$ cat src/rtl/axis_dwidth_downsizer_if.sv
// Bundle of the wide input stream, the narrow output stream and the
// zero-keep error flag for axis_dwidth_downsizer. The slave modport is the
// downsizer's view. The master modport is the view of the surrounding
// logic, which produces wide words and consumes narrow beats.
interface axis_dwidth_downsizer_if #(
  parameter int WIDTH   = 32,
  parameter int NUM_REG = 2
) ();

  // wide side: one word of NUM_REG lanes per handshake
  logic                     s_axis_tvalid;
  logic                     s_axis_tready;
  logic [WIDTH*NUM_REG-1:0] s_axis_tdata;
  logic [NUM_REG-1:0]       s_axis_tkeep;
  logic                     s_axis_tlast;

  // narrow side: one lane per handshake
  logic                     m_axis_tvalid;
  logic                     m_axis_tready;
  logic [WIDTH-1:0]         m_axis_tdata;
  logic                     m_axis_tlast;

  // pulses for one cycle when a word with no kept lanes is swallowed
  logic                     err_zero_keep;

  modport slave (
    input  s_axis_tvalid,
    input  s_axis_tdata,
    input  s_axis_tkeep,
    input  s_axis_tlast,
    output s_axis_tready,
    output m_axis_tvalid,
    output m_axis_tdata,
    output m_axis_tlast,
    input  m_axis_tready,
    output err_zero_keep
  );

  modport master (
    output s_axis_tvalid,
    output s_axis_tdata,
    output s_axis_tkeep,
    output s_axis_tlast,
    input  s_axis_tready,
    input  m_axis_tvalid,
    input  m_axis_tdata,
    input  m_axis_tlast,
    output m_axis_tready,
    input  err_zero_keep
  );

endinterface

$ cat src/rtl/axis_dwidth_downsizer.sv
// AXI4-Stream width downsizer. Each wide word of NUM_REG lanes is parked in
// a single holding register. Its kept lanes are then replayed as narrow
// beats, highest lane index first, which matches the lane order of the
// upsizer. Lanes whose keep bit is clear are skipped without an idle beat.
// A new word loads on the same edge that hands off the final lane of the
// current word, so a continuously ready consumer sees one beat per cycle.
module axis_dwidth_downsizer #(
  parameter int WIDTH   = 32,
  parameter int NUM_REG = 2
) (
  input  logic                   aclk,
  input  logic                   areset,
  axis_dwidth_downsizer_if.slave axis
);

  typedef enum logic {
    EMPTY,
    SEND
  } state_t;

  state_t                   state;
  logic [WIDTH*NUM_REG-1:0] hold_data;
  logic [NUM_REG-1:0]       rem_keep;
  logic                     hold_last;
  logic                     err_q;

  logic [NUM_REG-1:0]       cur_onehot;
  logic [WIDTH-1:0]         lane_data;
  logic                     final_lane;
  logic                     s_hs;
  logic                     m_hs;
  logic                     zero_keep;

  // Isolate the highest set bit of the remaining mask; that lane goes next
  always_comb begin
    cur_onehot = '0;
    for (int k = 0; k < NUM_REG; k++) begin
      if (rem_keep[k]) begin
        cur_onehot    = '0;
        cur_onehot[k] = 1'b1;
      end
    end
  end

  // Pick the current lane out of the holding register (zero when none left)
  always_comb begin
    lane_data = '0;
    for (int k = 0; k < NUM_REG; k++) begin
      if (cur_onehot[k]) begin
        lane_data = hold_data[k*WIDTH +: WIDTH];
      end
    end
  end

  // The lane on the bus is the final one once no other remaining bit is set
  assign final_lane = (state == SEND) && ((rem_keep & ~cur_onehot) == '0);

  assign zero_keep  = (axis.s_axis_tkeep == '0);
  assign m_hs       = (state == SEND) && axis.m_axis_tready;

  // Accept a word when empty, or when the final lane leaves on this edge
  assign axis.s_axis_tready = (state == EMPTY) || (final_lane && axis.m_axis_tready);
  assign s_hs               = axis.s_axis_tvalid && axis.s_axis_tready;

  assign axis.m_axis_tvalid = (state == SEND);
  assign axis.m_axis_tdata  = (state == SEND) ? lane_data : '0;
  assign axis.m_axis_tlast  = hold_last && final_lane;
  assign axis.err_zero_keep = err_q;

  // Holding-register FSM: load whole words, retire one lane per beat
  always_ff @(posedge aclk or posedge areset) begin
    if (areset) begin
      state     <= EMPTY;
      hold_data <= '0;
      rem_keep  <= '0;
      hold_last <= 1'b0;
      err_q     <= 1'b0;
    end else begin
      err_q <= s_hs && zero_keep;
      if (s_hs) begin
        if (!zero_keep) begin
          hold_data <= axis.s_axis_tdata;
          rem_keep  <= axis.s_axis_tkeep;
          hold_last <= axis.s_axis_tlast;
          state     <= SEND;
        end else begin
          rem_keep  <= '0;
          hold_last <= 1'b0;
          state     <= EMPTY;
        end
      end else if (m_hs) begin
        rem_keep <= rem_keep & ~cur_onehot;
        if (final_lane) begin
          hold_last <= 1'b0;
          state     <= EMPTY;
        end
      end
    end
  end

endmodule

$ cat src/flat_wrapper.sv
// flat-port wrapper written by rule: the top's interface ports become plain ports
module axis_dwidth_downsizer_flat 
#(
  parameter int WIDTH   = 32,
  parameter int NUM_REG = 2
)
  (aclk, areset, axis_s_axis_tvalid, axis_s_axis_tdata, axis_s_axis_tkeep, axis_s_axis_tlast, axis_s_axis_tready, axis_m_axis_tvalid, axis_m_axis_tdata, axis_m_axis_tlast, axis_m_axis_tready, axis_err_zero_keep);
  axis_dwidth_downsizer_if #(.WIDTH(WIDTH), .NUM_REG(NUM_REG)) axis_i ();
  input  logic aclk;
  input  logic areset;
  input wire logic [$bits(axis_i.s_axis_tvalid)-1:0] axis_s_axis_tvalid;
  input wire logic [$bits(axis_i.s_axis_tdata)-1:0] axis_s_axis_tdata;
  input wire logic [$bits(axis_i.s_axis_tkeep)-1:0] axis_s_axis_tkeep;
  input wire logic [$bits(axis_i.s_axis_tlast)-1:0] axis_s_axis_tlast;
  output wire logic [$bits(axis_i.s_axis_tready)-1:0] axis_s_axis_tready;
  output wire logic [$bits(axis_i.m_axis_tvalid)-1:0] axis_m_axis_tvalid;
  output wire logic [$bits(axis_i.m_axis_tdata)-1:0] axis_m_axis_tdata;
  output wire logic [$bits(axis_i.m_axis_tlast)-1:0] axis_m_axis_tlast;
  input wire logic [$bits(axis_i.m_axis_tready)-1:0] axis_m_axis_tready;
  output wire logic [$bits(axis_i.err_zero_keep)-1:0] axis_err_zero_keep;
  assign axis_i.s_axis_tvalid = axis_s_axis_tvalid;
  assign axis_i.s_axis_tdata = axis_s_axis_tdata;
  assign axis_i.s_axis_tkeep = axis_s_axis_tkeep;
  assign axis_i.s_axis_tlast = axis_s_axis_tlast;
  assign axis_s_axis_tready = axis_i.s_axis_tready;
  assign axis_m_axis_tvalid = axis_i.m_axis_tvalid;
  assign axis_m_axis_tdata = axis_i.m_axis_tdata;
  assign axis_m_axis_tlast = axis_i.m_axis_tlast;
  assign axis_i.m_axis_tready = axis_m_axis_tready;
  assign axis_err_zero_keep = axis_i.err_zero_keep;
  axis_dwidth_downsizer #(.WIDTH(WIDTH), .NUM_REG(NUM_REG)) u_core (.aclk(aclk), .areset(areset), .axis(axis_i));
endmodule
$ cat config.mk
export PLATFORM = sky130hd
export DESIGN_NAME = axis_dwidth_downsizer_flat
export DESIGN_NICKNAME = d
export VERILOG_FILES = /design/src/rtl/axis_dwidth_downsizer_if.sv /design/src/rtl/axis_dwidth_downsizer.sv /design/src/flat_wrapper.sv
export SDC_FILE = /design/constraint.sdc
export NUM_CORES = 1
export LEC_CHECK = 0
export CAP_MARGIN = 10
export CORE_ASPECT_RATIO = 0.9
export CORE_MARGIN = 2
export CORE_UTILIZATION = 40
export CTS_CLUSTER_DIAMETER = 120
export DETAILED_ROUTE_END_ITERATION = 8
export HOLD_SLACK_MARGIN = 0.15
export PLACE_DENSITY = 0.7
export SYNTH_ARGS = -nofsm -noshare
export SYNTH_HDL_FRONTEND = slang
export SYNTH_SLANG_ARGS = --single-unit
$ cat constraint.sdc
create_clock -name aclk -period 6 [get_ports aclk]
set_input_delay 1.2 -clock aclk [delete_from_list [all_inputs] [get_ports aclk]]
set_output_delay 1.2 -clock aclk [all_outputs]
set_load 0.05 [all_outputs]
After elaboration in Yosys (flattened, before gate mapping)
Cells that the tools add are included.
Word-level totals
  logic and storage cells: 36
  bits in registers: 69
  output and inout port bits: 36
  input port bits: 71
Cells by class
  bitwise operators: 4
  reduce and logical (&&, ||, !) cells: 13
  mux-type cells: 14
Operators by type and width (count)
  32-bit two-way mux: 3
  2-bit two-way mux: 4
  1-bit two-way mux: 7
  1-bit logical AND: 6
  2-bit logical NOT: 2
  2-bit AND reduction: 2
  2-bit nonzero test: 2
  2-bit AND: 1
  1-bit inverter: 2
  2-bit inverter: 1
  1-bit logical OR: 1

Logic depth before layout (Yosys ltp)
  depth in word-level cells: 11
  mapped depth: 6
  mapped depth without buffers: 3

Least setup slack after synthesis
Ideal clock, no wire load.
  path type: flip-flop to output port
  start: reg u_core.state (netlist: u_core.axis.m_axis_tvalid)
  end: out axis_m_axis_tlast
  data required time: 4800 ps
  cell stages (with the launch flop): 4
  path slack: 2951 ps
  buffers on the path: 1
  arrival: 1849 ps
  cells stage by stage: dfrtp_1 clkbuf_1 nand2_1 a21oi_1
On the way
  cells in the longest elaborated chain, start to end: 2
Ends and longest elaborated chain
  from (decl): line axis_dwidth_downsizer.sv:21  | state_t state;
  from (signal assigned): line axis_dwidth_downsizer.sv:73  | state <= EMPTY;
  from (signal assigned): line axis_dwidth_downsizer.sv:85  | state <= SEND;
  from (signal assigned): line axis_dwidth_downsizer.sv:89  | state <= EMPTY;
  1-bit logical AND: line axis_dwidth_downsizer.sv:56  | assign final_lane = (state == SEND) && ((rem_keep & ~cur_onehot) == '0);
  1-bit logical AND: line axis_dwidth_downsizer.sv:67  | assign axis.m_axis_tlast = hold_last && final_lane;
  to (decl): line flat_wrapper.sv:18  | output wire logic [$bits(axis_i.m_axis_tlast)-1:0] axis_m_axis_tlast;
Every way passes these cells.

Worst setup path after layout
  start: in axis_m_axis_tready
  end: out axis_s_axis_tready
On the way
  cells in the longest elaborated chain, start to end: 2
Ends and longest elaborated chain
  from (decl): line flat_wrapper.sv:19  | input wire logic [$bits(axis_i.m_axis_tready)-1:0] axis_m_axis_tready;
  1-bit logical AND: line axis_dwidth_downsizer.sv:62  | assign axis.s_axis_tready = (state == EMPTY) || (final_lane && axis.m_axis_tready);
  1-bit logical OR: line axis_dwidth_downsizer.sv:62
  to (decl): line flat_wrapper.sv:15  | output wire logic [$bits(axis_i.s_axis_tready)-1:0] axis_s_axis_tready;
Every way passes these cells.

==> impl_table.tex <==
\begin{tabular}{lr}
\hline
Metric & Value \\
\hline
\multicolumn{2}{l}{\textbf{Setup path}} \\
\quad Cell count of the worst reg-to-reg path & 5 \\
\quad Worst path top cell family by delay & buffers and inverters \\
\quad Required time of the critical path & 4.80 ns \\
\quad Launch point of the worst reg-to-reg path & u\_core.rem\_keep[0] \\
\quad Critical Path Slowest Stage Cell & clkdlybuf4s50\_1 \\
\quad Worst r2r dst & u\_core.hold\_data[60] \\
\quad Cell with the most instances on the worst path & clkdlybuf4s50\_1 \\
\quad Launching element type of the critical path & primary input \\
\quad Arrival time at the worst endpoint & 2.89 ns \\
\quad Critical path, cell by cell & clkdlybuf4s50\_1, a21bo\_4, nand2\_1, clkdlybuf4s50\_1 \\
\quad Critical Path Fanout Max & 3 \\
\quad Worst Path Buf+Inv & 2 \\
\quad Biggest cell delay along the critical path & 0.81 ns \\
\quad Register-to-register setup slack & 3.00 ns \\
\quad Critical Path Sink Type & output port \\
\quad Category of the critical setup timing path & primary input to output port \\
\multicolumn{2}{l}{\textbf{Timing}} \\
\quad RSZ-0062 raised after global routing & false \\
\quad Final hold slack & 0.488 ns \\
\quad Min Tclk post-route & 4.09 ns \\
\quad Achievable clock frequency & 244 MHz \\
\quad Skew final & 0.00625 ns \\
\quad Worst max-slew margin expressed relative to the limit & 26.5\% \\
\quad Max Transition Viols Final & 0 \\
\quad Least-Margin Pin Slew & 1.10 ns \\
\quad Final Hold Violating Endpoints & 0 \\
\quad Final worst-path cycle share & 68.2\% \\
\quad Total Neg Setup Slack & 0 ns \\
\quad Setup-failing EPs final & 0 \\
\multicolumn{2}{l}{\textbf{Outcome}} \\
\quad Run status & finished, final reports clean \\
\multicolumn{2}{l}{\textbf{Route}} \\
\quad Total Wirelength & 7.90 mm \\
\quad Detail-routed net length per standard cell & 15.0 um \\
\quad Overall via count from detail\_route & 2453 \\
\quad Drt first pass iters & 4 \\
\quad DRT iter0 DRCs & 79 \\
\quad Final antenna-violating net count & 0 \\
\quad DRC errors left & 0 \\
\quad Drt via density & 4.65 \\
\multicolumn{2}{l}{\textbf{Final layout}} \\
\quad Fill cell count & 797 \\
\quad Fraction of final layout cells sized beyond drive strength 1 & 18.4\% \\
\quad Area of all placed cells without fillers & 4780 sq um \\
\quad Number of diodes added for antenna fixing & 0 \\
\quad Area growth from synthesis to final layout & 35.4\% \\
\quad Total Nets Final & 476 \\
\quad Most frequent cells in the layout & 106 x clkdlybuf4s50\_1, 68 x nand2\_1, 68 x dfrtp\_1, 40 x mux2\_4, 33 x o21ai\_0 \\
\quad Most common cell after layout, fill and taps aside & clkdlybuf4s50\_1 \\
\multicolumn{2}{l}{\textbf{Placed design}} \\
\quad Post-placement cell area & 4600 sq um \\
\quad DPL Wire Length & 5.15 mm \\
\quad Routability Congestion & 0.751 \\
\quad Port buffer count & 106 \\
\multicolumn{2}{l}{\textbf{Global routing}} \\
\quad Global route total overflow & 0 \\
\quad Overall routing resource usage & 17.1\% \\
\quad Antenna violations before repair & 0 \\
\quad Wire length of the first global-routing pass & 12.6 mm \\
\quad Pin count of the biggest net entering global routing & 70 \\
\quad Number of global-route vias before repair & 2491 \\
\multicolumn{2}{l}{\textbf{Power}} \\
\quad Leakage & 0.00203 uW \\
\quad Clock power share & 22.4\% \\
\quad Cell internal power dissipation & 1040 uW \\
\quad Switching part of the total power & 33.9\% \\
\quad Power density of the placed cells & 330 nW/um\^{}2 \\
\quad Post-layout power & 1580 uW \\
\quad Combinational group share of total power & 36.3\% \\
\quad Share of total power in sequential cells & 41.3\% \\
\quad Maximum vdd drop & 0.000172 V \\
\quad Switch Pwr & 535 uW \\
\multicolumn{2}{l}{\textbf{CTS}} \\
\quad Clock Latency Late Sink & 0.33 ns \\
\quad H-tree depth & 3 \\
\quad CTS-repair resized insts & 0 \\
\quad Buffer depth of the longest clock path & 2 \\
\quad CTS Root Buffer Type & clkbuf\_8 \\
\quad Clock slew at reported path FFs & 0.07 ns \\
\quad Post-CTS setup-driven buffer insertion count & 0 \\
\quad Hold Buf Count CTS & 0 \\
\quad Clk sink count & 69 \\
\quad Num CTS Buffers & 9 \\
\quad TritonCTS clock tree & built \\
\multicolumn{2}{l}{\textbf{Synth}} \\
\quad Synthesized area divided by synthesized cell count & 11.5 sq um \\
\quad Number of enable flip-flop cells after synthesis & 0 \\
\quad Share of the yosys chip area belonging to registers & 48.9\% \\
\quad Number of storage elements in the synthesis netlist & 69 \\
\quad Cell count after synthesis & 306 \\
\quad Synthesis warning total & 0 \\
\quad Top flip-flop cell by instance count after synthesis & dfrtp\_1 \\
\quad Synthesized cell area & 3530 sq um \\
\quad Synthesized net count & 377 \\
\quad Share of synthesized flip-flops with an asynchronous set or reset & 100\% \\
\quad Number of distinct library cells after synthesis & 27 \\
\multicolumn{2}{l}{\textbf{Min path}} \\
\quad Launch instance of the worst min-delay path & u\_core.hold\_data[11] \\
\quad Worst Hold Depth & 1 \\
\quad Class of the tightest hold or removal check & flip-flop to flip-flop \\
\quad Min-Delay Endpoint & u\_core.hold\_data[11] \\
\multicolumn{2}{l}{\textbf{Floorplanning}} \\
\quad Horizontal die dimension & 103 um \\
\quad Initial Util & 41.2\% \\
\quad Area enclosed by the die boundary & 9600 sq um \\
\quad Core Area & 8570 sq um \\
\quad Total I/O pin count & 107 \\
\quad Die extent in y & 93.1 um \\
\quad \# rows & 32 \\
\multicolumn{2}{l}{\textbf{Job}} \\
\quad Number of maximum-capacitance violations & 0 \\
\hline
\end{tabular}
[kinds of logic (layout without fill, tap and decap cells)]
family	Yosys count	count (layout)	synth area share, %
compound gates	42	42	7.05
flops	69	69	48.9
mux	64	64	24.7
simple gates	108	108	14.1
buf+inv	23	125	5.28
[synthesized netlist by cell type, types with 3 or more instances]
cell | instances | area (sq um)
clkbuf_1 | 11 | 41.3
mux2_4 | 40 | 601
dfrtp_1 | 69 | 1730
nor2_1 | 3 | 11.3
buf_12 | 4 | 80.1
nand2b_1 | 3 | 18.8
o21ai_0 | 33 | 165
mux2_2 | 15 | 169
nand2_1 | 68 | 255
and2_1 | 32 | 200
mux2_1 | 9 | 101
[layer usage]
layer	GRT usage [%]	share of wire, %	vias to the layer above
met5	0	0	-
met4	3.40	0.61	0
met3	5.75	6.0	6
met2	26.0	46	68
met1	23.8	47	1162
li1	-	-	1217
[power by group through the flow]
stage	combinational (uW)	clock [uW]	sequential [uW]
floorplan	444	0	615
global placement	571	0	657
detailed placement	578	0	662
CTS	581	369	654
global route	614	392	670
finish	573	354	653
[through the flow]
stage               worst slack (ns)  std cells  utilization (%)
global placement                1.96        513             53.7
detailed placement              1.93        513             53.7
finish                          1.91        527             55.8
CTS                             1.92        527             55.8
global route                    1.83        527             55.8
floorplan                       2.95        306                -
[worst max-delay path by stage]
stage,startpoint,endpoint,cells after the start
6_report,axis_m_axis_tready,axis_s_axis_tready,4
5_1_grt,u_core.rem_keep[0],axis_m_axis_tdata[30],5
4_1_cts,axis_m_axis_tready,axis_s_axis_tready,4
3_5_place_dp,axis_m_axis_tready,axis_s_axis_tready,4
3_3_place_gp,axis_m_axis_tready,axis_s_axis_tready,4
2_1_floorplan,u_core.axis.m_axis_tvalid,axis_m_axis_tlast,3
[flip-flops by register name, summed over array words and instances, names as in the netlist]
register / flops
u_core.axis.err_zero_keep: 1
u_core.axis.m_axis_tvalid: 1
u_core.hold_data: 64
u_core.hold_last: 1
u_core.rem_keep: 2
[layout make-up]
| class | instances | area, sq um | area share, % |
|---|---|---|---|
| inverter | 1 | 3.75 | 0.0785 |
| tap | 119 | 149 | 3.11 |
| timing repair buffer | 110 | 1100 | 23.1 |
| clock inverter | 2 | 35.0 | 0.733 |
| multi-input combinational | 214 | 1620 | 33.8 |
| sequential | 69 | 1730 | 36.1 |
| clock buffer | 12 | 145 | 3.04 |
Power figures use the tool's default switching activity.
